**src/rtl/mmio_uart_tx.sv**
```systemverilog
// Memory-mapped 8N1 UART transmitter: TXDATA/STATUS/BAUDDIV registers on the core's
// load/store port, a circular TX FIFO, and a serializer that drains it onto tx.
module mmio_uart_tx #(
  parameter logic [31:0] BASE_ADDR       = 32'hFFFF_0000,
  parameter int          FIFO_DEPTH      = 8,
  parameter logic [15:0] DEFAULT_BAUDDIV = 16'd434
) (
  input  logic        clk,
  input  logic        reset,
  input  logic        W_en,
  input  logic        R_en,
  input  logic [31:0] addr,
  input  logic [2:0]  RW_type,
  input  logic [31:0] din,
  output logic [31:0] dout,
  output logic        sel,
  output logic        tx,
  output logic        tx_idle
);
  localparam int PW = $clog2(FIFO_DEPTH);
  localparam int CW = PW + 1;

  localparam logic [1:0] S_IDLE  = 2'd0;
  localparam logic [1:0] S_START = 2'd1;
  localparam logic [1:0] S_DATA  = 2'd2;
  localparam logic [1:0] S_STOP  = 2'd3;

  logic [7:0]    mem [FIFO_DEPTH];
  logic [PW-1:0] wr_ptr, rd_ptr;
  logic [CW-1:0] count, count_nxt;
  logic [4:0]    count5;
  logic          ovf, full, empty, busy;
  logic [15:0]   bauddiv, div, bcnt;
  logic [1:0]    state, state_nxt;
  logic [2:0]    idx, idx_nxt;
  logic [7:0]    shreg;
  logic          wr, push_req, push, pop, drop, bit_end;
  logic [31:0]   word, shifted;
  logic [15:0]   unused_din;

  function automatic logic [31:0] sext8(input logic signed [7:0] b);
    return 32'(b);
  endfunction

  function automatic logic [31:0] sext16(input logic signed [15:0] h);
    return 32'(h);
  endfunction

  assign unused_din = din[31:16];

  assign sel      = (addr[31:4] == BASE_ADDR[31:4]);
  assign wr       = W_en && sel;
  assign push_req = wr && (addr[3:2] == 2'd0);
  assign full     = (count == CW'(FIFO_DEPTH));
  assign empty    = (count == '0);
  assign busy     = (state != S_IDLE);
  assign bit_end  = (bcnt == div);
  assign count5   = 5'(count);

  // The serializer pops on leaving IDLE or at the end of a STOP bit; that pop frees a slot
  // for a push on the same edge, so a full FIFO only drops when no pop coincides.
  assign pop       = !empty && ((state == S_IDLE) || (state == S_STOP && bit_end));
  assign push      = push_req && (!full || pop);
  assign drop      = push_req && full && !pop;
  assign count_nxt = count + CW'(push) - CW'(pop);

  always_comb begin
    state_nxt = state;
    idx_nxt   = idx;
    case (state)
      S_IDLE:  if (!empty) state_nxt = S_START;
      S_START: if (bit_end) begin
        state_nxt = S_DATA;
        idx_nxt   = 3'd0;
      end
      S_DATA:  if (bit_end) begin
        if (idx == 3'd7) state_nxt = S_STOP;
        else             idx_nxt   = idx + 3'd1;
      end
      S_STOP:  if (bit_end) state_nxt = empty ? S_IDLE : S_START;
      default: state_nxt = S_IDLE;
    endcase
  end

  always_ff @(posedge clk) begin
    if (reset) begin
      state   <= S_IDLE;
      tx      <= 1'b1;
      tx_idle <= 1'b1;
      count   <= '0;
      wr_ptr  <= '0;
      rd_ptr  <= '0;
      ovf     <= 1'b0;
      bauddiv <= DEFAULT_BAUDDIV;
      div     <= DEFAULT_BAUDDIV;
      bcnt    <= '0;
      idx     <= '0;
    end else begin
      state   <= state_nxt;
      idx     <= idx_nxt;
      count   <= count_nxt;
      tx_idle <= (count_nxt == '0) && (state_nxt == S_IDLE);
      bcnt    <= (state == S_IDLE || bit_end) ? 16'd0 : bcnt + 16'd1;
      case (state_nxt)
        S_START: tx <= 1'b0;
        S_DATA:  tx <= shreg[idx_nxt];
        default: tx <= 1'b1;
      endcase
      if (push) wr_ptr <= wr_ptr + 1'b1;
      if (pop) begin
        rd_ptr <= rd_ptr + 1'b1;
        div    <= bauddiv;
      end
      if (drop)
        ovf <= 1'b1;
      else if (wr && addr[3:2] == 2'd1 && din[3])
        ovf <= 1'b0;
      if (wr && addr[3:2] == 2'd2)
        bauddiv <= (din[15:0] == 16'd0) ? 16'd1 : din[15:0];
    end
  end

  // FIFO storage and shift register carry data only and need no reset.
  always_ff @(posedge clk) begin
    if (push) mem[wr_ptr] <= din[7:0];
    if (pop)  shreg <= mem[rd_ptr];
  end

  always_comb begin
    case (addr[3:2])
      2'd1:    word = {23'd0, count5, ovf, busy, empty, full};
      2'd2:    word = {16'd0, bauddiv};
      default: word = 32'd0;
    endcase
    shifted = word >> {addr[1:0], 3'b000};
    dout    = 32'd0;
    if (R_en && sel) begin
      case (RW_type)
        3'b000:  dout = sext8(shifted[7:0]);
        3'b001:  dout = sext16(shifted[15:0]);
        3'b100:  dout = {24'd0, shifted[7:0]};
        3'b101:  dout = {16'd0, shifted[15:0]};
        default: dout = word;
      endcase
    end
  end
endmodule

```
**config.mk**
```make
export PLATFORM = sky130hd
export DESIGN_NAME = mmio_uart_tx
export DESIGN_NICKNAME = d
export VERILOG_FILES = /design/src/rtl/mmio_uart_tx.sv
export SDC_FILE = /design/constraint.sdc
export NUM_CORES = 1
export LEC_CHECK = 0
export CORE_ASPECT_RATIO = 2
export CORE_MARGIN = 5
export CORE_UTILIZATION = 34
export CTS_BUF_LIST = sky130_fd_sc_hd__clkbuf_8
export DETAILED_ROUTE_END_ITERATION = 8
export PLACE_DENSITY_LB_ADDON = 0.1
export SYNTH_ARGS = -nofsm -noshare
export SYNTH_HDL_FRONTEND = slang
export SYNTH_SLANG_ARGS = --single-unit
```
**constraint.sdc**
```tcl
create_clock -name clk -period 6.46 [get_ports clk]
set_input_delay 1.615 -clock clk [delete_from_list [all_inputs] [get_ports clk]]
set_output_delay 1.615 -clock clk [all_outputs]
set_load 0.005 [all_outputs]
```
==> summary by stage, run 1 <==
Outcome
The flow ran to the end, and the final reports show no timing, DRC or antenna violations.

Route
The number of iterations in the first detailed-routing pass is 6. The detailed-route DRC error count is 0. The routed layout has 4526 vias. The number of nets still failing antenna checks after routing is 0. The routed wirelength normalized by instance count is 18.35 um. After the first detailed-routing iteration, the DRC count stood at 112. The via count normalized by instance count is 4.957. Summed over all layers, the routed wires come to 16750 um.

STA
After routing, the total negative slack on setup checks comes to 0 ns. The setup-violating endpoint count in the final report is 0. The max-slew headroom at the worst pin is 31.67%. The number of endpoints with negative hold slack in the final report was 0. The period utilization is 95.12%. The minimum clock period after layout is 6.144 ns. Based on the critical path, the design can be clocked at up to 0.1627 GHz. Clock skew on the completed layout was measured at 0.01613 ns. For the pin with the worst max-slew slack, the measured transition is 1.025 ns. Setup repair after global routing left no endpoint under its margin. The max-slew violation count is 0.

Floorplan
The floorplan step defined a die boundary enclosing 22080 sq um. 106 I/O pins were placed. The die height is 205.2 um. The floorplan has 71 rows. Measured along the x axis, the die boundary spans 107.6 um. The initial core utilization is 34.40%. After floorplanning, the core was sized to cover 18830 sq um.

Place
At the end of routability-driven placement, the weighted congestion stood at 0.8058. The HPWL after detailed placement is 12980 um. In this run the tool buffered the top-level ports with 89 buffer cells.

Worst setup path
The worst setup path category is in2out. The number of cells on the worst reg-to-reg path is 9. The endpoint of the worst-slack reg-to-reg timing path is mem[6][3]. For the worst setup path, the data required time is 4.85 ns. Data on the critical path arrives at its endpoint at 4.53 ns.

The launch point of the worst reg-to-reg path is bcnt[10]. The worst setup path is launched from an input pin. Of all nets on the critical path, the largest fanout is 9. The nature of the critical path endpoint is a primary output. The setup slack of the worst register-to-register path is 2.24 ns.

Pwr
The post-layout total power is 2.436 mW. Summed over all cells, the static leakage comes to 2.664 nW. The power per standard cell area is 306.0 nW/um^2.

VDD sags by at most 0.2669 mV.

Hold path
The worst hold path begins at ovf. Along the worst hold path, the cell count comes to 2. The worst hold-check path type is reg2reg.

The terminating pin of the worst hold path is ovf.

Job
Max-cap violations in this run came to 0.

Layout
The number of fillers in the final layout is 1830. The most frequent standard cell in the layout excluding fill and tap cells is clkdlybuf4s50_1. At the end of the flow, the number of nets in the layout was 732. In the layout the commonest cells are clkdlybuf4s50_1, edfxtp_1, nor2_1, dfxtp_1, a21oi_1. Cells with a size suffix above 1 make up 11.43% of the layout.

The area added between synthesis and finish is 22.87%.

Clock tree
Once the clock tree was built, the resizer swapped 0 gates to a different size. The maximum number of buffers from clock root to sink is 2. In this run, post-CTS hold repair placed 0 buffers. The root buffer selected by CTS is clkbuf_8. TritonCTS built the clock tree. The clock tree synthesis step divided the H-tree into 4 levels. The number of setup buffers added after CTS is 0. The CTS buffer count is 17.

After clock tree synthesis, the clock-pin slew on the worst setup and hold paths is 0.07 ns. The clock network latency to the later pin of the worst-skew pair is 0.46 ns. The total clock sinks is 138.

Synth
The distinct cell type count after synthesis is 55. In this run the mean area of a mapped cell was 11.41 sq um. The cell taking the most area after synthesis is edfxtp_1. The cell count after synthesis is 568. Sorting the synthesized cells by area gives the leading types as edfxtp_1, dfxtp_1, mux4_2, nor2_1, mux2i_1. The proportion of synthesized flip-flops having asynchronous set or reset is 0%. The number of warning messages in the yosys log is 0. Synthesis produced a netlist with a net count of 657. The register area share after synthesis is 53.77%. For this run, the leading register cell type out of synthesis is edfxtp_1. The number of enable-type register cells in the synthesized netlist is 72.

The mapped cell area is 6479 sq um. The number of synthesized register bits is 138. The share of the synthesized area in the top cell type is 33.37%.

GRT
The first global-routing pass estimated 26100 um of wire. For this run, the total global-route usage over all layers was measured as 16.02%. The via count of the first global-routing pass was 4764. The largest net degree at the start of global routing is 53.

Global routing finished with a remaining overflow of 0. The number of antenna violations at the first check in global routing is 2.
[registers in the layout (all words and copies together), names as in the netlist, 3 cells and up]
| register | flops |
|---|---|
| wr_ptr | 3 |
| idx | 3 |
| bcnt | 16 |
| bauddiv | 16 |
| div | 16 |
| shreg | 8 |
| count | 4 |
| rd_ptr | 3 |
| mem | 64 |
[Yosys cell counts, drive strengths merged, types with 4 or more instances]
cell / instances
nor2b: 14
nor2: 66
and3: 7
o21ai: 16
mux4: 16
xnor2: 23
or3: 7
a211o: 12
mux2i: 24
ha: 17
nand3: 13
xor2: 8
buf: 24
clkbuf: 17
nand4: 8
nor3: 12
a21oi: 36
edfxtp: 72
a211oi: 4
dfxtp: 66
nor4: 8
inv: 17
mux2: 9
nand2b: 5
nand2: 32
[cells by family after synthesis]
| group | Yosys count | share of synthesized area [%] |
|---|---|---|
| buf+inv | 58 | 4.422 |
| mux | 49 | 10.89 |
| compound gates | 89 | 8.961 |
| simple gates | 185 | 14.18 |
| xor+xnor | 31 | 4.191 |
| fa+ha+maj | 18 | 3.592 |
| flops | 138 | 53.77 |
[layout make-up]
type	count	area (sq um)	area share, %
clock buffers	17	234.0	2.939
well taps	255	319.1	4.008
flip-flops and latches	138	3483	43.76
diodes	2	5.005	0.06287
multi-input cells	372	2720	34.17
clock inverters	15	188.9	2.373
repair buffers	97	945.9	11.88
inverters	17	63.81	0.8016
[report_power, final]
group,internal [mW],switching (mW),total (mW)
sequential,1.00,0.0573,1.06
clock,0.390,0.366,0.756
combinational,0.302,0.317,0.619
[stage by stage]
step           cell area (sq um)  util [%]  std cells  hold WS, ns  worst slack [ns]
6_report                    7960     42.27        913       0.4585            0.3155
4_1_cts                     7955     42.24        911       0.4601            0.3234
5_1_grt                     7960     42.27        913       0.4964            0.1236
3_5_place_dp                7532     39.99        879       0.4500            0.3320
2_1_floorplan               6479         -        568       0.4321            0.5036
3_3_place_gp                7532     39.99        879       0.4474            0.3662
[critical path: stages]
cell,delay [ns]
clkdlybuf4s50_1,0.42
or4_1,0.52
nor4_1,0.29
and4_1,0.33
nand2_1,0.20
buf_4,0.23
nor3_1,0.34
clkdlybuf4s50_1,0.58
[per-layer routing]
layer | vias up | share of wire, % | GRT usage, % | routed length (um)
li1 | 2206 | - | - | -
met1 | 2212 | 32 | 13.78 | 5423
met2 | 68 | 61 | 32.46 | 10230
met3 | 40 | 1.7 | 2.983 | 293
met4 | 0 | 4.8 | 9.481 | 807
met5 | - | 0 | 0 | 0
[worst max-delay path by stage]
stage	start	slack (ns)	to
after floorplan	addr[7]	0.50	dout[17]
after global placement	addr[7]	0.37	dout[4]
after detailed placement	addr[7]	0.33	dout[6]
after CTS	addr[7]	0.32	dout[6]
final	addr[7]	0.32	dout[6]
after global routing	addr[7]	0.12	dout[1]
Note: power is estimated with default switching activity, not from simulation.
==> run 2: changes to the inputs <==
--- a/config.mk
+++ b/config.mk
@@ -5,12 +5,14 @@
 export SDC_FILE = /design/constraint.sdc
 export NUM_CORES = 1
 export LEC_CHECK = 0
+export ABC_CLOCK_PERIOD_IN_PS = 6460
 export CORE_ASPECT_RATIO = 2
 export CORE_MARGIN = 5
 export CORE_UTILIZATION = 34
 export CTS_BUF_LIST = sky130_fd_sc_hd__clkbuf_8
 export DETAILED_ROUTE_END_ITERATION = 8
 export PLACE_DENSITY_LB_ADDON = 0.1
+export SKIP_CTS_REPAIR_TIMING = 1
 export SYNTH_ARGS = -nofsm -noshare
 export SYNTH_HDL_FRONTEND = slang
 export SYNTH_SLANG_ARGS = --single-unit
==> results of run 2 <==
Final layout, timing and power as in run 1 (identical DEF).
